--- src/rtl/uart_pkg.sv ---
// uart_pkg
//   Shared definitions for the UART receive path: receiver FSM state
//   encoding, the bit-period helper and the idle-timeout length in bit
//   periods (used when UART_RX_TIMEOUT_EN is defined).
package uart_pkg;

    typedef enum logic [2:0] {
        IDLE      = 3'd0,
        START     = 3'd1,
        DATA      = 3'd2,
        STOP      = 3'd3,
        WAIT_HIGH = 3'd4
    } rx_state_t;

    // Idle line length, in bit periods, after which a partial message is dropped
    localparam int TIMEOUT_BITS = 16;

    // Clock cycles per UART bit (integer division, truncating)
    function automatic int bit_ticks(input int clk_freq, input int baud_rate);
        return clk_freq / baud_rate;
    endfunction

endpackage

--- src/rtl/uart_rx_byte.sv ---
// uart_rx_byte
//   Single-byte 8N1 UART receiver: 2-flop synchroniser, start-bit
//   qualification at half a bit period, 8 data samples LSB first and a
//   stop-bit check.
// Ports:
//   clk        in  system clock, rising edge
//   reset      in  synchronous active-low reset
//   rx         in  asynchronous serial line, idle high
//   data       out last received byte (valid while byte_valid is high)
//   byte_valid out one-cycle pulse, good stop bit sampled
//   frame_err  out one-cycle pulse, stop bit sampled low
//   idle       out receiver is in IDLE (only with UART_RX_TIMEOUT_EN)
module uart_rx_byte
    import uart_pkg::*;
#(
    parameter int CLK_FREQ  = 1000000,
    parameter int BAUD_RATE = 9600
) (
    input  logic       clk,
    input  logic       reset,
    input  logic       rx,
    output logic [7:0] data,
    output logic       byte_valid,
    output logic       frame_err
`ifdef UART_RX_TIMEOUT_EN
   ,output logic       idle
`endif
);

    localparam int BIT_TICKS  = bit_ticks(CLK_FREQ, BAUD_RATE);
    localparam int HALF_TICKS = BIT_TICKS / 2;
    localparam int CW         = $clog2(BIT_TICKS + 1);
    localparam logic [CW-1:0] BIT_LAST  = CW'(BIT_TICKS - 1);
    localparam logic [CW-1:0] HALF_LAST = CW'(HALF_TICKS - 1);

    logic [1:0]    sync_q;
    logic          rxs;
    rx_state_t     state_q, state_d;
    logic [CW-1:0] cnt_q, cnt_d;
    logic [2:0]    bit_q, bit_d;
    logic [7:0]    sh_q, sh_d;

    assign rxs  = sync_q[1];
    assign data = sh_q;
`ifdef UART_RX_TIMEOUT_EN
    assign idle = (state_q == IDLE);
`endif

    always_ff @(posedge clk) begin
        if (!reset) begin
            sync_q  <= 2'b11;
            state_q <= IDLE;
            cnt_q   <= '0;
            bit_q   <= '0;
            sh_q    <= '0;
        end else begin
            sync_q  <= {sync_q[0], rx};
            state_q <= state_d;
            cnt_q   <= cnt_d;
            bit_q   <= bit_d;
            sh_q    <= sh_d;
        end
    end

    // Counter restarts from 0 on every state change and after every sample,
    // so it never exceeds BIT_LAST.
    always_comb begin
        state_d    = state_q;
        cnt_d      = cnt_q + 1'b1;
        bit_d      = bit_q;
        sh_d       = sh_q;
        byte_valid = 1'b0;
        frame_err  = 1'b0;
        case (state_q)
            IDLE: begin
                cnt_d = '0;
                if (!rxs) state_d = START;
            end
            START: begin
                if (cnt_q == HALF_LAST) begin
                    cnt_d   = '0;
                    bit_d   = '0;
                    // still low at mid start bit: real frame, else a glitch
                    state_d = rxs ? IDLE : DATA;
                end
            end
            DATA: begin
                if (cnt_q == BIT_LAST) begin
                    cnt_d = '0;
                    sh_d  = {rxs, sh_q[7:1]};
                    bit_d = bit_q + 3'd1;
                    if (bit_q == 3'd7) state_d = STOP;
                end
            end
            STOP: begin
                if (cnt_q == BIT_LAST) begin
                    cnt_d = '0;
                    if (rxs) begin
                        byte_valid = 1'b1;
                        state_d    = IDLE;
                    end else begin
                        frame_err  = 1'b1;
                        state_d    = WAIT_HIGH;
                    end
                end
            end
            WAIT_HIGH: begin
                cnt_d = '0;
                if (rxs) state_d = IDLE;
            end
            default: begin
                cnt_d   = '0;
                state_d = IDLE;
            end
        endcase
    end

endmodule

--- src/rtl/uart_receiving_msg.sv ---
// uart_receiving_msg
//   Packs msg_size_byte UART bytes into one wide message register and holds
//   it (msg_done) until ack. Optional macro UART_RX_TIMEOUT_EN adds an idle
//   timeout that drops a partial message and raises sticky `timeout`.
// Ports:
//   clk           in  system clock, rising edge
//   reset         in  synchronous active-low reset
//   rx            in  asynchronous serial line, idle high
//   ack           in  one-cycle pulse: clear message/status, re-arm
//   msg           out received message, first byte at msg[7:0]
//   msg_done      out high while a complete message is held
//   byte_count    out bytes stored in the current message
//   framing_error out sticky bad-stop-bit flag
//   timeout       out sticky partial-message timeout (UART_RX_TIMEOUT_EN only)
module uart_receiving_msg
    import uart_pkg::*;
#(
    parameter int clk_freq      = 1000000,
    parameter int baud_rate     = 9600,
    parameter int msg_size_byte = 4
) (
    input  logic                       clk,
    input  logic                       reset,
    input  logic                       rx,
    input  logic                       ack,
    output logic [8*msg_size_byte-1:0] msg,
    output logic                       msg_done,
    output logic [8:0]                 byte_count,
    output logic                       framing_error
`ifdef UART_RX_TIMEOUT_EN
   ,output logic                       timeout
`endif
);

    localparam int MW = 8 * msg_size_byte;

    logic [7:0]    rx_data;
    logic          rx_valid, rx_ferr;
    logic [MW-1:0] msg_q, msg_d;
    logic [8:0]    count_q, count_d;
    logic          done_q, done_d;
    logic          fe_q, fe_d;

`ifdef UART_RX_TIMEOUT_EN
    localparam int TO_LIMIT = TIMEOUT_BITS * bit_ticks(clk_freq, baud_rate);
    localparam int TW       = $clog2(TO_LIMIT + 1);

    logic          rx_idle;
    logic [TW-1:0] idle_q, idle_d;
    logic          to_q, to_d;
`endif

    uart_rx_byte #(
        .CLK_FREQ  (clk_freq),
        .BAUD_RATE (baud_rate)
    ) u_rx (
        .clk        (clk),
        .reset      (reset),
        .rx         (rx),
        .data       (rx_data),
        .byte_valid (rx_valid),
        .frame_err  (rx_ferr)
`ifdef UART_RX_TIMEOUT_EN
       ,.idle       (rx_idle)
`endif
    );

    always_ff @(posedge clk) begin
        if (!reset) begin
            msg_q   <= '0;
            count_q <= '0;
            done_q  <= 1'b0;
            fe_q    <= 1'b0;
`ifdef UART_RX_TIMEOUT_EN
            idle_q  <= '0;
            to_q    <= 1'b0;
`endif
        end else begin
            msg_q   <= msg_d;
            count_q <= count_d;
            done_q  <= done_d;
            fe_q    <= fe_d;
`ifdef UART_RX_TIMEOUT_EN
            idle_q  <= idle_d;
            to_q    <= to_d;
`endif
        end
    end

    // Ordering: ack clears first, so a byte landing in the ack cycle becomes
    // byte 0 of the next message.
    always_comb begin
        msg_d   = msg_q;
        count_d = count_q;
        done_d  = done_q;
        fe_d    = fe_q;
`ifdef UART_RX_TIMEOUT_EN
        idle_d  = '0;
        to_d    = to_q;
`endif
        if (ack) begin
            msg_d   = '0;
            count_d = '0;
            done_d  = 1'b0;
            fe_d    = 1'b0;
`ifdef UART_RX_TIMEOUT_EN
            to_d    = 1'b0;
`endif
        end
`ifdef UART_RX_TIMEOUT_EN
        // Counts only with a partial message and the receiver idle
        else if (rx_idle && count_q != 9'd0 && !done_q) begin
            if (idle_q == TW'(TO_LIMIT - 1)) begin
                msg_d   = '0;
                count_d = '0;
                to_d    = 1'b1;
            end else begin
                idle_d  = idle_q + 1'b1;
            end
        end
`endif
        if (rx_ferr) fe_d = 1'b1;
        if (rx_valid && !done_d) begin
            for (int i = 0; i < msg_size_byte; i++) begin
                if (count_d == 9'(i)) msg_d[8*i +: 8] = rx_data;
            end
            count_d = count_d + 9'd1;
            if (count_d == 9'(msg_size_byte)) done_d = 1'b1;
        end
    end

    assign msg           = msg_q;
    assign msg_done      = done_q;
    assign byte_count    = count_q;
    assign framing_error = fe_q;
`ifdef UART_RX_TIMEOUT_EN
    assign timeout       = to_q;
`endif

endmodule
--- config.mk ---
export PLATFORM = sky130hd
export DESIGN_NAME = uart_receiving_msg
export DESIGN_NICKNAME = d
export VERILOG_FILES = /design/src/rtl/uart_pkg.sv /design/src/rtl/uart_rx_byte.sv /design/src/rtl/uart_receiving_msg.sv
export SDC_FILE = /design/constraint.sdc
export NUM_CORES = 1
export LEC_CHECK = 0
export CAP_MARGIN = 5
export CORE_UTILIZATION = 59
export CTS_BUF_LIST = sky130_fd_sc_hd__clkbuf_4 sky130_fd_sc_hd__clkbuf_8
export DETAILED_ROUTE_END_ITERATION = 16
export HOLD_SLACK_MARGIN = 0.1
export PLACE_DENSITY = 0.89
export SLEW_MARGIN = 10
export SYNTH_ARGS = -nofsm -noshare
export SYNTH_HDL_FRONTEND = slang
export SYNTH_SLANG_ARGS = --single-unit
--- constraint.sdc ---
create_clock -name clk -period 5 [get_ports clk]
set_input_delay 1 -clock clk [delete_from_list [all_inputs] [get_ports clk]]
set_output_delay 1 -clock clk [all_outputs]
set_load 0.05 [all_outputs]
== Word level (Yosys, flattened, before mapping) ==
Index checks and enable logic that the tools add are counted.

* Flip-flop bits (word level): 66

* Reduce and logical (&&, ||, !) cells: 10
* Mux-type cells: 34
* Equal/unequal tests: 17
* Add/subtract/negate cells: 3

{| class="wikitable"
|+ Operator list
! cell !! count
|-
| 2-to-1 mux 32 bit || 2
|-
| 2-to-1 mux 8 bit || 4
|-
| 2-to-1 mux 3 bit || 9
|-
| == test 9 x 2 -> 1 bit, second input constant || 2
|-
| 2-to-1 mux 9 bit || 2
|-
| case mux 3 bit (5 select lines) || 1
|-
| 2-to-1 mux 7 bit || 2
|-
| case mux 7 bit (2 select lines) || 1
|-
| 2-to-1 mux 1 bit || 11
|-
| != test 2 x 1 -> 1 bit, second input constant || 5
|-
| adder 9 x 1 -> 9 bit, second input constant || 1
|-
| == test 9 x 1 -> 1 bit, second input constant || 1
|-
| == test 9 x 3 -> 1 bit, second input constant || 1
|-
| logical NOT 9 bit || 1
|-
| adder 7 x 1 -> 7 bit, second input constant || 1
|-
| == test 7 x 6 -> 1 bit, second input constant || 1
|-
| == test 7 bit, second input constant || 1
|-
| == test 3 x 2 -> 1 bit, second input constant || 2
|-
| == test 3 bit, second input constant || 2
|-
| case mux 3 bit (2 select lines) || 1
|-
| AND reduction 6 bit || 1
|-
| nonzero test 2 bit || 2
|-
| adder 3 x 1 -> 3 bit, second input constant || 1
|-
| == test 3 x 1 -> 1 bit, second input constant || 1
|-
| 8 further kinds || 8
|}

== Logic depth before layout (Yosys ltp) ==
* Word-level depth: 5
* Mapped depth: 9

== Modules after synthesis ==
A second synthesis with hierarchy kept.

* Cell total of the unflattened synthesis: 302
* Area, all modules: 2,906.5 um^2

{| class="wikitable"
|+ Modules (own cells, without submodules)
! module !! seq. area each (um^2) !! cells an instance !! times used !! area an instance (um^2)
|-
| uart_receiving_msg || 860.8 || 193 || 1 || 1,860.5
|-
| uart_rx_byte || 460.4 || 109 || 1 || 1,046.0
|}

== Worst setup path after synthesis ==
OpenSTA, ideal clock, no wires.

* Kind: input to register
* Start point: in ack
* End point: reg done_q (netlist: msg_done)
* Slack: 2,483 ps
* Data required time: 4,908 ps
* Library setup time: 92 ps
* Cell stages on the path: 8
* Data arrival time: 2,425 ps
* Cells stage by stage: buf_2 -> nor2b_1 -> ha_1 -> buf_2 -> xnor2_1 -> a31oi_1 -> a211o_1 -> o32ai_1

* Word-level cells in the longest chain between the ends: 5

{| class="wikitable"
|+ Ends and longest elaborated chain
! element !! RTL line !! text
|-
| from (decl) || uart_receiving_msg.sv:25 || <nowiki>input logic ack,</nowiki>
|-
| 2-to-1 mux 9 bit || uart_receiving_msg.sv:101 || <nowiki>if (ack) begin</nowiki>
|-
| adder 9 x 1 -> 9 bit || uart_receiving_msg.sv:127 || <nowiki>count_d = count_d + 9'd1;</nowiki>
|-
| == test 9 x 3 -> 1 bit || uart_receiving_msg.sv:128 || <nowiki>if (count_d == 9'(msg_size_byte)) done_d = 1'b1;</nowiki>
|-
| 2-to-1 mux 1 bit || uart_receiving_msg.sv:128 ||
|-
| 2-to-1 mux 1 bit (*) || uart_receiving_msg.sv:123 || <nowiki>if (rx_valid && !done_d) begin</nowiki>
|-
| to (signal assigned) || uart_receiving_msg.sv:81 || <nowiki>done_q <= done_d;</nowiki>
|-
| to (decl) || uart_receiving_msg.sv:41 || <nowiki>logic done_q, done_d;</nowiki>
|}

Every way passes the cells marked *; elsewhere a longest branch is shown, timed or not.
A chain may end at the register's enable or synchronous reset.

== Final worst setup path ==
Same ends and word-level chain as after synthesis.

==> flow_metrics.py <==
metrics = {
    "worst_setup_path": {
        "critPathKind": "primary input to flip-flop",
        "critPathRequiredTime_ns": 5.26,
        "critPathArrivalTime_ns": 3.14,
        "path_max_fanout": 10,
        "r2r_slack_ns": 2.79,
        "startpoint_type": "primary input",
        "endpoint_kind": "flip-flop",
    },
    "floorplanning": {
        "rows": 25,
        "die_h_um": 72.1,
        "initial_utilization": 0.613,
        "boundaryPins": 47,
        "core_um2": 4720,
        "die_w_um": 72.1,
        "die-area_um2": 5190,
    },
    "finish": {
        "instances_no_fill": 431,
        "area_growth_pct": 22.6,
        "n_antenna_cell": 0,
        "finalNetCount": 370,
        "fill_cells": 340,
        "drive_gt1_frac": 0.0687,
    },
    "drt": {
        "via_per_inst": 5.71,
        "routedWlPerCell_um": 14.9,
        "final_antenna_net_count": 0,
        "drc": 0,
        "drt_wl_total_um": 6440,
        "vias": 2462,
        "drt_pass1_iterations": 4,
        "drtIter0Drc": 155,
    },
    "sta": {
        "fin_skew_ns": 0.00884,
        "setup_viol_count_final": 0,
        "period_share": 0.576,
        "drv_slew": 0,
        "timing.max_slew.rel_slack": 0.226,
        "rsz0062_at_grt": "false",
        "clock.fmax_ghz": 0.347,
        "hold_viol_final": 0,
        "worstMarginPinSlew_ns": 1.16,
        "setup_tns_ns": 0,
        "period_needed_ns": 2.88,
    },
    "synth": {
        "synth_area_um2": 2900,
        "async_flop_share": 0,
        "synth_largest_area_cell": "dfxtp_1",
        "syn_area_per_cell_um2": 9.05,
        "synth_common_cells": "dfxtp_1 (66), nand3_1 (39), o21ai_0 (30)",
        "ys_ff_latch": 66,
        "synth_flop_cell": "dfxtp_1",
        "yosysUniqueCellTypes": 42,
        "synth_most_common_cell": "dfxtp_1",
        "netlist.area_leader.share": 0.456,
        "syn_inst": 320,
        "synth-edff-count": 0,
        "syn-num-nets": 331,
        "yosys_warnings": 0,
        "ys_seq_area_frac": 0.456,
        "synth_area_leaders": "dfxtp_1 (46%), nand3_1 (6.7%), o21ai_0 (5.2%), nand2_1 (3.4%), mux2i_1 (3.1%)",
    },
    "grt": {
        "grt_pass1_wl_um": 10300,
        "overflow": 0,
        "grt_max_degree": 41,
        "first_global_vias": 2221,
        "track_usage": 0.263,
        "antenna_found_initial": 0,
    },
    "cts": {
        "cts_buffer_depth": 2,
        "cts_num_sinks": 66,
        "cts_resized": 0,
        "cts_buffers": 9,
        "insertion_delay_ns": 0.35,
        "clk_pin_slew_worst_paths_ns": 0.07,
        "root_buffer": "clkbuf_8",
        "cts_tree": "yes",
        "htreeDepth": 3,
        "cts_hold_buf": 0,
        "postCtsSetupRepairBufs": 0,
    },
    "pwr": {
        "pwr-share-clk": 0.445,
        "switching_share": 0.232,
        "p_int_w": 0.000764,
        "ir_worst_vdd_mv": 0.183,
        "p_switching_w": 0.000231,
        "pwr_density_cell_nw_per_um2": 280,
        "p_seq_frac": 0.532,
        "p_comb_frac": 0.024,
        "p_leak_nw": 1.25,
    },
    "place": {
        "dp.cells": 415,
        "hpwl_um": 4410,
        "gp_congestion": 0.933,
        "port_buffers": 46,
    },
    "job": {
        "cap_violations": 0,
    },
    "outcome": {
        "status": "completed",
    },
    "worst_hold_path": {
        "hold_path.class": "flip-flop to flip-flop",
    },
}
worst paths after layout:
check	from	cells past startpoint	to
worst max-delay path	ack	7	msg_done
worst min-delay path	u_rx.sync_q[0]	1	u_rx.sync_q[1]
worst max register to register	u_rx.cnt_q[0]	6	msg[26]
worst min register to register	u_rx.sync_q[0]	1	u_rx.sync_q[1]
routing by layer:
layer | track usage | vias up | part of all wire
met5 | 0 | - | 0
met3 | 0.0639 | 18 | 0.041
met4 | 0.148 | 0 | 0.029
li1 | - | 1195 | -
met1 | 0.327 | 1185 | 0.45
met2 | 0.418 | 64 | 0.48
cell type report:
class | count | area [um^2] | area share
timing repair buffer | 47 | 468 | 0.132
clock inverter | 7 | 68.8 | 0.0194
sequential | 66 | 1320 | 0.372
inverter | 6 | 22.5 | 0.00634
clock buffer | 9 | 124 | 0.0349
tap | 67 | 83.8 | 0.0236
multi-input combinational | 229 | 1460 | 0.412
worst max-delay path: stages:
cell and delay (ns):
clkdlybuf4s50_1 0.58, nor2b_1 0.39, ha_1 0.40, xnor2_1 0.16, a31oi_1 0.11, a211o_1 0.29, o32ai_1 0.20
cells in the final DEF, fill, tap and decap left out, types with 3 or more instances in the layout:
master,netlist,routed
and2_1,7,7
inv_1,6,6
nand2_1,26,26
dfxtp_1,66,66
nand4_4,4,4
nand3_1,39,39
nand2b_1,6,6
mux2i_1,9,9
and3_1,3,3
a21oi_1,6,6
nand4_1,7,7
a21boi_1,8,8
xor2_1,5,5
ha_1,7,7
o21ai_0,30,30
clkinv_2,0,3
clkbuf_8,0,9
clkdlybuf4s50_1,0,46
nor2_1,19,19
nor2b_1,13,13
xnor2_1,9,9
nor3_1,8,8
per-stage QoR:
step | setup slack [ns] | hold WS [ns] | power (W) | cell area (um^2) | util
2_1_floorplan | 2.48 | 0.386 | 0.000558 | 2900 | -
3_3_place_gp | 1.91 | 0.389 | 0.000563 | 3360 | 0.711
3_5_place_dp | 1.78 | 0.397 | 0.000564 | 3360 | 0.711
4_1_cts | 2.15 | 0.442 | 0.000999 | 3550 | 0.752
5_1_grt | 1.97 | 0.440 | 0.00102 | 3550 | 0.752
6_report | 2.12 | 0.439 | 0.000995 | 3550 | 0.752
sequential cells by signal, summed over array words and instances (netlist names):
| name | flops |
|---|---|
| u_rx.data | 8 |
| u_rx.cnt_q | 7 |
| msg_done | 1 |
| byte_count | 9 |
| u_rx.bit_q | 3 |
| u_rx.sync_q | 2 |
| u_rx.state_q | 3 |
| framing_error | 1 |
| msg | 32 |
cell families (layout without fill, tap and decap cells):
| group | after synthesis | count (layout) | share of synthesized area |
|---|---|---|---|
| XOR/XNOR | 14 | 14 | 0.0424 |
| flip-flops | 66 | 66 | 0.456 |
| AO/OA/AOI/OAI | 59 | 59 | 0.128 |
| AND/OR/NAND/NOR | 140 | 140 | 0.273 |
| buffers and inverters | 25 | 69 | 0.0389 |
| adder cells (fa/ha/maj) | 7 | 7 | 0.0302 |
| multiplexers | 9 | 9 | 0.0311 |
power by group through the flow:
stage | combinational (W) | clock, W | sequential (W)
after floorplan | 0.0000179 | 0 | 0.000540
after global placement | 0.0000225 | 0 | 0.000541
after detailed placement | 0.0000229 | 0 | 0.000541
after CTS | 0.0000232 | 0.000447 | 0.000529
after global routing | 0.0000251 | 0.000467 | 0.000529
final | 0.0000235 | 0.000443 | 0.000529
Power figures use the tool's default switching activity.
